--- src/rtl/prefetch_request_queue.sv ---
// rtl/prefetch_request_queue.sv - deduplicating prefetch address FIFO with outstanding-request throttling
module prefetch_request_queue #(
  parameter int ADDR_W  = 32,
  parameter int DEPTH   = 8,
  parameter int MAX_OUT = 4,
  localparam int OUT_W  = $clog2(MAX_OUT + 1)
) (
  input  logic              clock,
  input  logic              reset_n,
  input  logic [ADDR_W-1:0] in_addr,
  input  logic              in_valid,
  input  logic              flush,
  output logic              mem_req_valid,
  output logic [ADDR_W-1:0] mem_req_addr,
  input  logic              mem_req_ready,
  input  logic              mem_resp_valid,
  output logic              empty,
  output logic              full,
  output logic [OUT_W-1:0]  outstanding,
  output logic [15:0]       drop_count,
  output logic [15:0]       dup_count
);
  localparam int PTR_W = (DEPTH > 1) ? $clog2(DEPTH) : 1;

  typedef enum logic [1:0] {IDLE, ISSUE, THROTTLE} state_t;

  logic [ADDR_W-1:0] mem_q [DEPTH];
  logic [PTR_W-1:0]  rd_ptr_q, rd_ptr_d, wr_ptr_q, wr_ptr_d;
  logic [PTR_W:0]    count_q, count_d;
  logic [OUT_W-1:0]  out_q, out_d;
  logic [15:0]       drop_q, drop_d, dup_q, dup_d;
  state_t            state_q, state_d;

  logic             fire, push, dup_hit, resp_ok;
  logic [PTR_W-1:0] off;

  assign empty         = (count_q == '0);
  assign full          = (count_q == (PTR_W+1)'(DEPTH));
  assign outstanding   = out_q;
  assign drop_count    = drop_q;
  assign dup_count     = dup_q;
  assign mem_req_valid = (state_q == ISSUE);
  // Address is forced to zero when not requesting so reset leaves it at 0.
  assign mem_req_addr  = mem_req_valid ? mem_q[rd_ptr_q] : '0;

  always_comb begin
    fire     = mem_req_valid & mem_req_ready;
    resp_ok  = mem_resp_valid & (out_q != '0);
    dup_hit  = 1'b0;
    off      = '0;
    rd_ptr_d = rd_ptr_q;
    wr_ptr_d = wr_ptr_q;
    count_d  = count_q;
    out_d    = out_q;
    drop_d   = drop_q;
    dup_d    = dup_q;
    state_d  = IDLE;

    // Entry i is live when its distance from the read pointer is below occupancy.
    for (int i = 0; i < DEPTH; i++) begin
      off = PTR_W'(i) - rd_ptr_q;
      if (({1'b0, off} < count_q) && (mem_q[i] == in_addr)) dup_hit = 1'b1;
    end

    push = in_valid & ~flush & ~dup_hit & ~full;

    if (in_valid && !flush && dup_hit && dup_q != 16'hFFFF) dup_d = dup_q + 16'd1;
    if (in_valid && !flush && !dup_hit && full && drop_q != 16'hFFFF) drop_d = drop_q + 16'd1;

    if (flush) begin
      rd_ptr_d = '0;
      wr_ptr_d = '0;
      count_d  = '0;
    end else begin
      if (push) wr_ptr_d = wr_ptr_q + 1'b1;
      if (fire) rd_ptr_d = rd_ptr_q + 1'b1;
      count_d = count_q + {{PTR_W{1'b0}}, push} - {{PTR_W{1'b0}}, fire};
    end

    if (fire && !resp_ok)      out_d = out_q + 1'b1;
    else if (!fire && resp_ok) out_d = out_q - 1'b1;

    if (count_d == '0)                   state_d = IDLE;
    else if (out_d < OUT_W'(MAX_OUT))    state_d = ISSUE;
    else                                 state_d = THROTTLE;
  end

  always_ff @(posedge clock or negedge reset_n) begin
    if (!reset_n) begin
      rd_ptr_q <= '0;
      wr_ptr_q <= '0;
      count_q  <= '0;
      out_q    <= '0;
      drop_q   <= '0;
      dup_q    <= '0;
      state_q  <= IDLE;
    end else begin
      rd_ptr_q <= rd_ptr_d;
      wr_ptr_q <= wr_ptr_d;
      count_q  <= count_d;
      out_q    <= out_d;
      drop_q   <= drop_d;
      dup_q    <= dup_d;
      state_q  <= state_d;
    end
  end

  always_ff @(posedge clock) begin
    if (push) mem_q[wr_ptr_q] <= in_addr;
  end
endmodule

--- config.mk ---
export PLATFORM = sky130hd
export DESIGN_NAME = prefetch_request_queue
export DESIGN_NICKNAME = d
export VERILOG_FILES = /design/src/rtl/prefetch_request_queue.sv
export SDC_FILE = /design/constraint.sdc
export NUM_CORES = 1
export LEC_CHECK = 0
export CAP_MARGIN = 0
export CORE_MARGIN = 2
export CORE_UTILIZATION = 41
export CTS_BUF_LIST = sky130_fd_sc_hd__clkbuf_16
export DETAILED_ROUTE_END_ITERATION = 8
export PLACE_DENSITY_LB_ADDON = 0.25
export SLEW_MARGIN = 15
export SYNTH_ARGS = -nofsm -noshare
export SYNTH_HDL_FRONTEND = slang
export SYNTH_SLANG_ARGS = --single-unit
--- constraint.sdc ---
create_clock -name clock -period 9.8 [get_ports clock]
set_clock_uncertainty 0.1 [all_clocks]
set_input_delay 0.98 -clock clock [delete_from_list [all_inputs] [get_ports clock]]
set_output_delay 0.98 -clock clock [all_outputs]
set_load 0.03 [all_outputs]
==> run summary <==
The run finished with clean final reports. Number of nets in the layout: 1260. The total area inside the core boundary comes to 37700 sq um.

For this block, the routed nets add up to 44700 microns of wire. Counting I/O delays and the setup requirement, the final critical path takes 5710 ps. The cell depth of the worst flop-to-flop path is 18, and the total number of yosys warnings is 0. The die is 200 microns wide.

By count the netlist is led by sky130_fd_sc_hd__edfxtp_1, sky130_fd_sc_hd__xnor2_1, sky130_fd_sc_hd__nand2_1, sky130_fd_sc_hd__nand4_1, sky130_fd_sc_hd__mux4_2. OpenSTA, run right after detailed placement, puts the worst setup slack at 3670 ps. The worst register-to-register path begins at rd_ptr_q[2].

Top routing layer in use: met5. The clock tree root buffer cell was sky130_fd_sc_hd__clkbuf_16. The instance count along the most critical hold path was 1; the critical path data arrival time was 6030 ps. Setup slack on the worst reg-to-reg path comes out at 4150 ps. The worst setup path is launched from a primary input. The clock tree synthesis step divided the H-tree into 2 levels. In the routed layout, each cell is associated on average with a via count of 5.58. When the netlist entered floorplanning its net count stood at 1171. The tools report the number of maximum-capacitance violations as 0. Routability-driven placement finished with a final weighted congestion of 0.915. The total overflow reported by the global router was 0.

For the final routed database, the setup TNS stands at 0 ps. Yosys instantiated no cell more often than sky130_fd_sc_hd__edfxtp_1. In this run, synthesis inferred 256 flip-flops with an integrated enable.

VDD sags by at most 0.112 mV. The total I/O pin count is 108, and the synthesis-stage register bit count is 303. The path type of the worst setup path is primary input to register. Largest buffer count on any clock path: 3. For the maximum frequency from static timing analysis, the log shows 175 MHz. Summing every instance area after synthesis gives 15700 sq um.

The total count of max-transition violations in the final report came out at 0. Headroom to the max-slew limit came out at 14.6%. The total number of vias came out at 9656. Dividing total power by cell area gives a power density of 202 nW/um^2. Sequential cells were found to cover 56.6% of the synthesized design area. The count of antenna diodes in the layout came out at 0. The tools report the iteration count of the initial detailed-routing pass as 5.

The number of gates resized after CTS was 0. The wire length on met1 came out at 18800 microns. The path with the worst hold slack has its endpoint at dup_count[9]. Cell type with the largest total area after synthesis: sky130_fd_sc_hd__edfxtp_1. The routed design uses 4030 microns of met3 wire. For the source-to-sink clock delay at the later pin of the worst-skew pair, the log shows 540 ps. The logs give 1 for the number of antenna violations at the first check in global routing and 20600 microns for the met2 layer wire length in the routed design.

Once detail routing completed, the nets flagged for antenna violations numbered 0. The hold buffer count at cts came out at 0. Setup repair after global routing left no endpoint under its margin. The HPWL after detailed placement is 30800 microns.

The run gives 65000 microns as the global-route wire length before repair. The total clock buffers created by CTS is 35. Once the floorplan was initialized, standard cells occupied 41.6% of the core.

Mean instance size in the synthesized netlist: 14.2 sq um. In the synthesized netlist, the number of instances is 1104. For this run, design rule violations remaining after detail routing come to 0. The portion of synthesized cell area occupied by the leading cell type works out to 49.1%. TritonCTS built the clock tree.

The most used flip-flop cell after synthesis was sky130_fd_sc_hd__edfxtp_1. The startpoint identified for the worst hold timing path is dup_count[9]. Sorting the synthesized cells by area gives the leading types as sky130_fd_sc_hd__edfxtp_1, sky130_fd_sc_hd__xnor2_1, sky130_fd_sc_hd__mux4_2. The floorplan step set the die height to 200 microns. Once the clock tree was built, the setup fixing pass inserted 0 buffers.

Input and output buffers added on the ports amount to 107. The tools report the die outline area as 39800 sq um. In this run the critical register-to-register path is captured at state_q[1]. The number of setup violations in the final report came out at 0. For this run, asynchronously set or reset flops after synthesis account for 15.5%. The final critical-path share of the clock period was 58.2%. The worst setup path is captured at a register. The layout has 3323 filler cells. Row generation in the floorplan step produced 71 rows. The total global-route track usage came out at 22.9%. The pin count of the biggest net entering global routing came out at 48. The tightest min-delay check is of the register to register type. The tree built by TritonCTS fans out to 303 sinks.

In this run, the number of DRC markers left after iteration 0 of detailed routing was 1057. Dividing the detail-routed wire length by the instance count gives 25.8 microns. Yosys mapped the design onto 53 distinct sky130hd cell types. The slew at the pin closest to its max-slew limit works out to 1270 ps. The via count of the first global-routing pass came out at 9560.

The number of hold violations in the final report is 0. The largest fanout on the critical path was 19. Clock-pin slew was measured on the worst setup and hold paths at 60 ps. After layout, the worst setup slack is 4090 ps. Cells with a size suffix above 1 make up 11.9% of the layout.

Relative to the synthesized area, the layout overhead comes to 15.9%. The run gives 10120 ps as the required arrival time at the worst endpoint. In this run the static leakage power is 5.89 nW.
==> how the worst max path moves through the flow <==
stage / slack (ps) / endpoint / cells after the start / startpoint
after floorplan: 2910 / mem_q[7][0] / 13 / rd_ptr_q[0]
after global placement: 3760 / state_q[1] / 16 / in_addr[19]
after detailed placement: 3670 / state_q[1] / 16 / in_addr[0]
after CTS: 4090 / state_q[1] / 18 / rd_ptr_q[2]
after global routing: 3810 / state_q[1] / 18 / rd_ptr_q[2]
final: 4090 / state_q[1] / 16 / in_addr[19]
==> kinds of logic (layout without fill, tap and decap cells) <==
logic type      Yosys count  after routing  share of synthesized area (%)
buf+inv                  90            204                           3.47
mux                      70             70                           9.64
xor+xnor                292            292                           16.3
simple gates            255            255                           9.18
flops                   303            303                           56.6
compound gates           65             65                           2.47
fa+ha+maj                29             29                           2.36
==> routing by layer <==
metal  GRT usage [%]  vias up
li1                -     4263
met1            32.1     4907
met2            35.4      422
met3            5.54       62
met4            6.75        2
met5               0        -
==> flip-flops by register name (all words and copies together) (netlist names) <==
signal	cells
mem_q	256
drop_count	16
dup_count	16
count_q	4
outstanding	3
rd_ptr_q	3
wr_ptr_q	3
state_q	2
==> worst max-delay path: stages <==
cell and delay (ps):
sky130_fd_sc_hd__clkdlybuf4s50_1 780, sky130_fd_sc_hd__xor2_1 320, sky130_fd_sc_hd__nor4_1 1080, sky130_fd_sc_hd__nand4_1 180, sky130_fd_sc_hd__nor3_1 200, sky130_fd_sc_hd__and4b_4 260
sky130_fd_sc_hd__nand4b_4 270, sky130_fd_sc_hd__nor2_2 140, sky130_fd_sc_hd__inv_1 100, sky130_fd_sc_hd__ha_1 220, sky130_fd_sc_hd__inv_1 50, sky130_fd_sc_hd__ha_1 170
sky130_fd_sc_hd__fa_1 400, sky130_fd_sc_hd__nor2b_1 150, sky130_fd_sc_hd__or4_1 540, sky130_fd_sc_hd__and2_1 180
==> placed cells by master, fill, tap and decap left out, types with 17 or more instances in the layout <==
cell type and count:
sky130_fd_sc_hd__xnor2_1 246, sky130_fd_sc_hd__edfxtp_1 256, sky130_fd_sc_hd__dfrtp_1 45, sky130_fd_sc_hd__clkdlybuf4s50_1 106, sky130_fd_sc_hd__a21oi_1 45, sky130_fd_sc_hd__nor4_1 25
sky130_fd_sc_hd__mux4_2 64, sky130_fd_sc_hd__clkbuf_16 35, sky130_fd_sc_hd__nand3_1 17, sky130_fd_sc_hd__nand4_1 67, sky130_fd_sc_hd__nand2_1 77, sky130_fd_sc_hd__ha_1 28
sky130_fd_sc_hd__xor2_1 46, sky130_fd_sc_hd__inv_1 35
==> final cells by class <==
class	instances	area, sq um	area share [%]
sequential	303	8870	48.8
multi-input combinational	711	6320	34.8
timing repair buffer	117	1140	6.28
clock buffer	35	876	4.82
tap	511	639	3.52
clock inverter	27	220	1.21
inverter	25	93.8	0.517
==> stage by stage <==
step | util, % | hold slack [ps] | power [mW] | area (sq um) | instances
floorplan | - | 453 | 2.11 | 15700 | 1104
global placement | 45.3 | 381 | 2.43 | 17100 | 1667
detailed placement | 45.3 | 378 | 2.43 | 17100 | 1667
CTS | 48.2 | 391 | 3.69 | 18200 | 1729
global route | 48.2 | 408 | 3.81 | 18200 | 1729
finish | 48.2 | 386 | 3.66 | 18200 | 1729
==> where the power goes <==
part	switching, mW	total [mW]	internal (mW)	leakage (nW)
Clock	0.529	1.26	0.731	0.566
Combinational	0.497	0.849	0.352	2.39
Sequential	0.0800	1.55	1.47	2.93
Total	1.11	3.66	2.56	5.89
Power figures use the tool's default switching activity.
==> edit: new RTL, config.mk and constraints unchanged <==
Reset style: synchronous (`reset_n`), changed in one clocked block.
--- a/src/rtl/prefetch_request_queue.sv
+++ b/src/rtl/prefetch_request_queue.sv
@@ -86,5 +86,5 @@
   end
 
-  always_ff @(posedge clock or negedge reset_n) begin
+  always_ff @(posedge clock) begin
     if (!reset_n) begin
       rd_ptr_q <= '0;
Formal check against the unedited RTL: differs if reset_n is asserted again (counterexample within 4 cycles, from zero or initial values and one cycle with reset_n low); with reset_n held inactive, the same outputs for 4 cycles.
==> edit against the original RTL <==
  * Non-clock buffer count grew 3
  * Sequential share of layout area fell by 1.0 points
  * Power is 12% lower
  * Setup slack worse by 370 ps
  * Wire length fell by 1.1%
  * Sequential cell count is 3 higher
  * Design area up 0.18%
  * Area after synthesis up 0.18%
  * Critical endpoint is now state_q[0]$_SDFF_PP0_
  * Largest power group unchanged
==> edit: results (changes against the original RTL) <==
reg-to-reg startpoint=rd_ptr_q[1]$_SDFFE_PP0P_; async set-reset flop share out of synthesis=0% (-16 points); GRT Total Usage=22.43% (-0.47 points); Gate power share=16.8% (-6.4 points); multi-input logic area=0.006529 mm² (+3.3%); min-delay src=dup_count[11]$_SDFFE_PN0P_; post-synthesis cell type count=45 (-15%); Worst Hold Depth=2 (+1); CP max stage delay=850 ps (-230 ps); count of plain and timing-repair buffers in the layout=120 (+2.6%); crit path DAT=6390 ps (+360 ps); met3 Use GR=6.042% (+0.51 points); Pleak=5.592 nW (-5.0%); largest net degree at the start of global routing=65 (+35%); M1 wire length=18.66 mm (-0.90%); post-detailed-routing wire length=44.15 mm (-1.1%); status=finished clean; Post-synth top cells=edfxtp_1, xnor2_1, xor2_1, mux4_2, nand4_1; Post-Syn Nets=1207 (+3.1%); cells after synthesis=1140 (+3.3%); share of power burned in registers=45.4% (+3.0 points); M2 GR Usage=34.48% (-0.93 points); R2R setup slack=4370 ps (+220 ps); M1 GR Usage=30.51% (-1.6 points); Critical Path Start=in_addr[1]; Non-clock buffer share=6.424% (+0.14 points); first-pass GRT wire length=63.73 mm (-2.0%)
-- edit: changes by cell type in the layout (fill, tap and decap cells not counted), moves of 17 or more --
cell,unedited run,this run
mux2i_1,1,46
a21oi_1,45,28
nor2_1,13,52
nand2_1,77,40
dfxtp_1,0,47
xor2_1,46,65
dfrtp_1,45,0
xnor2_1,246,202
-- edit: per-stage QoR --
stage          utilization (%)  total power, mW  cell area [µm²]  hold WS (ps)  setup slack [ps]
2_1_floorplan                -            1.814            15700         404.6              3469
3_3_place_gp             45.48            2.022            17130         366.4              3346
3_5_place_dp             45.48            2.026            17130         375.1              3195
4_1_cts                  48.28            3.238            18180         391.7              3790
5_1_grt                  48.29            3.317            18190         427.5              3355
6_report                 48.30            3.210            18190         391.4              3726
-- edit: kinds of logic after synthesis --
logic type / synth area share [%]
AND/OR/NAND/NOR: 9.109
buffers and inverters: 3.355
adder cells (fa/ha/maj): 2.359
XOR/XNOR: 15.00
flip-flops: 55.34
AO/OA/AOI/OAI: 2.726
multiplexers: 12.11
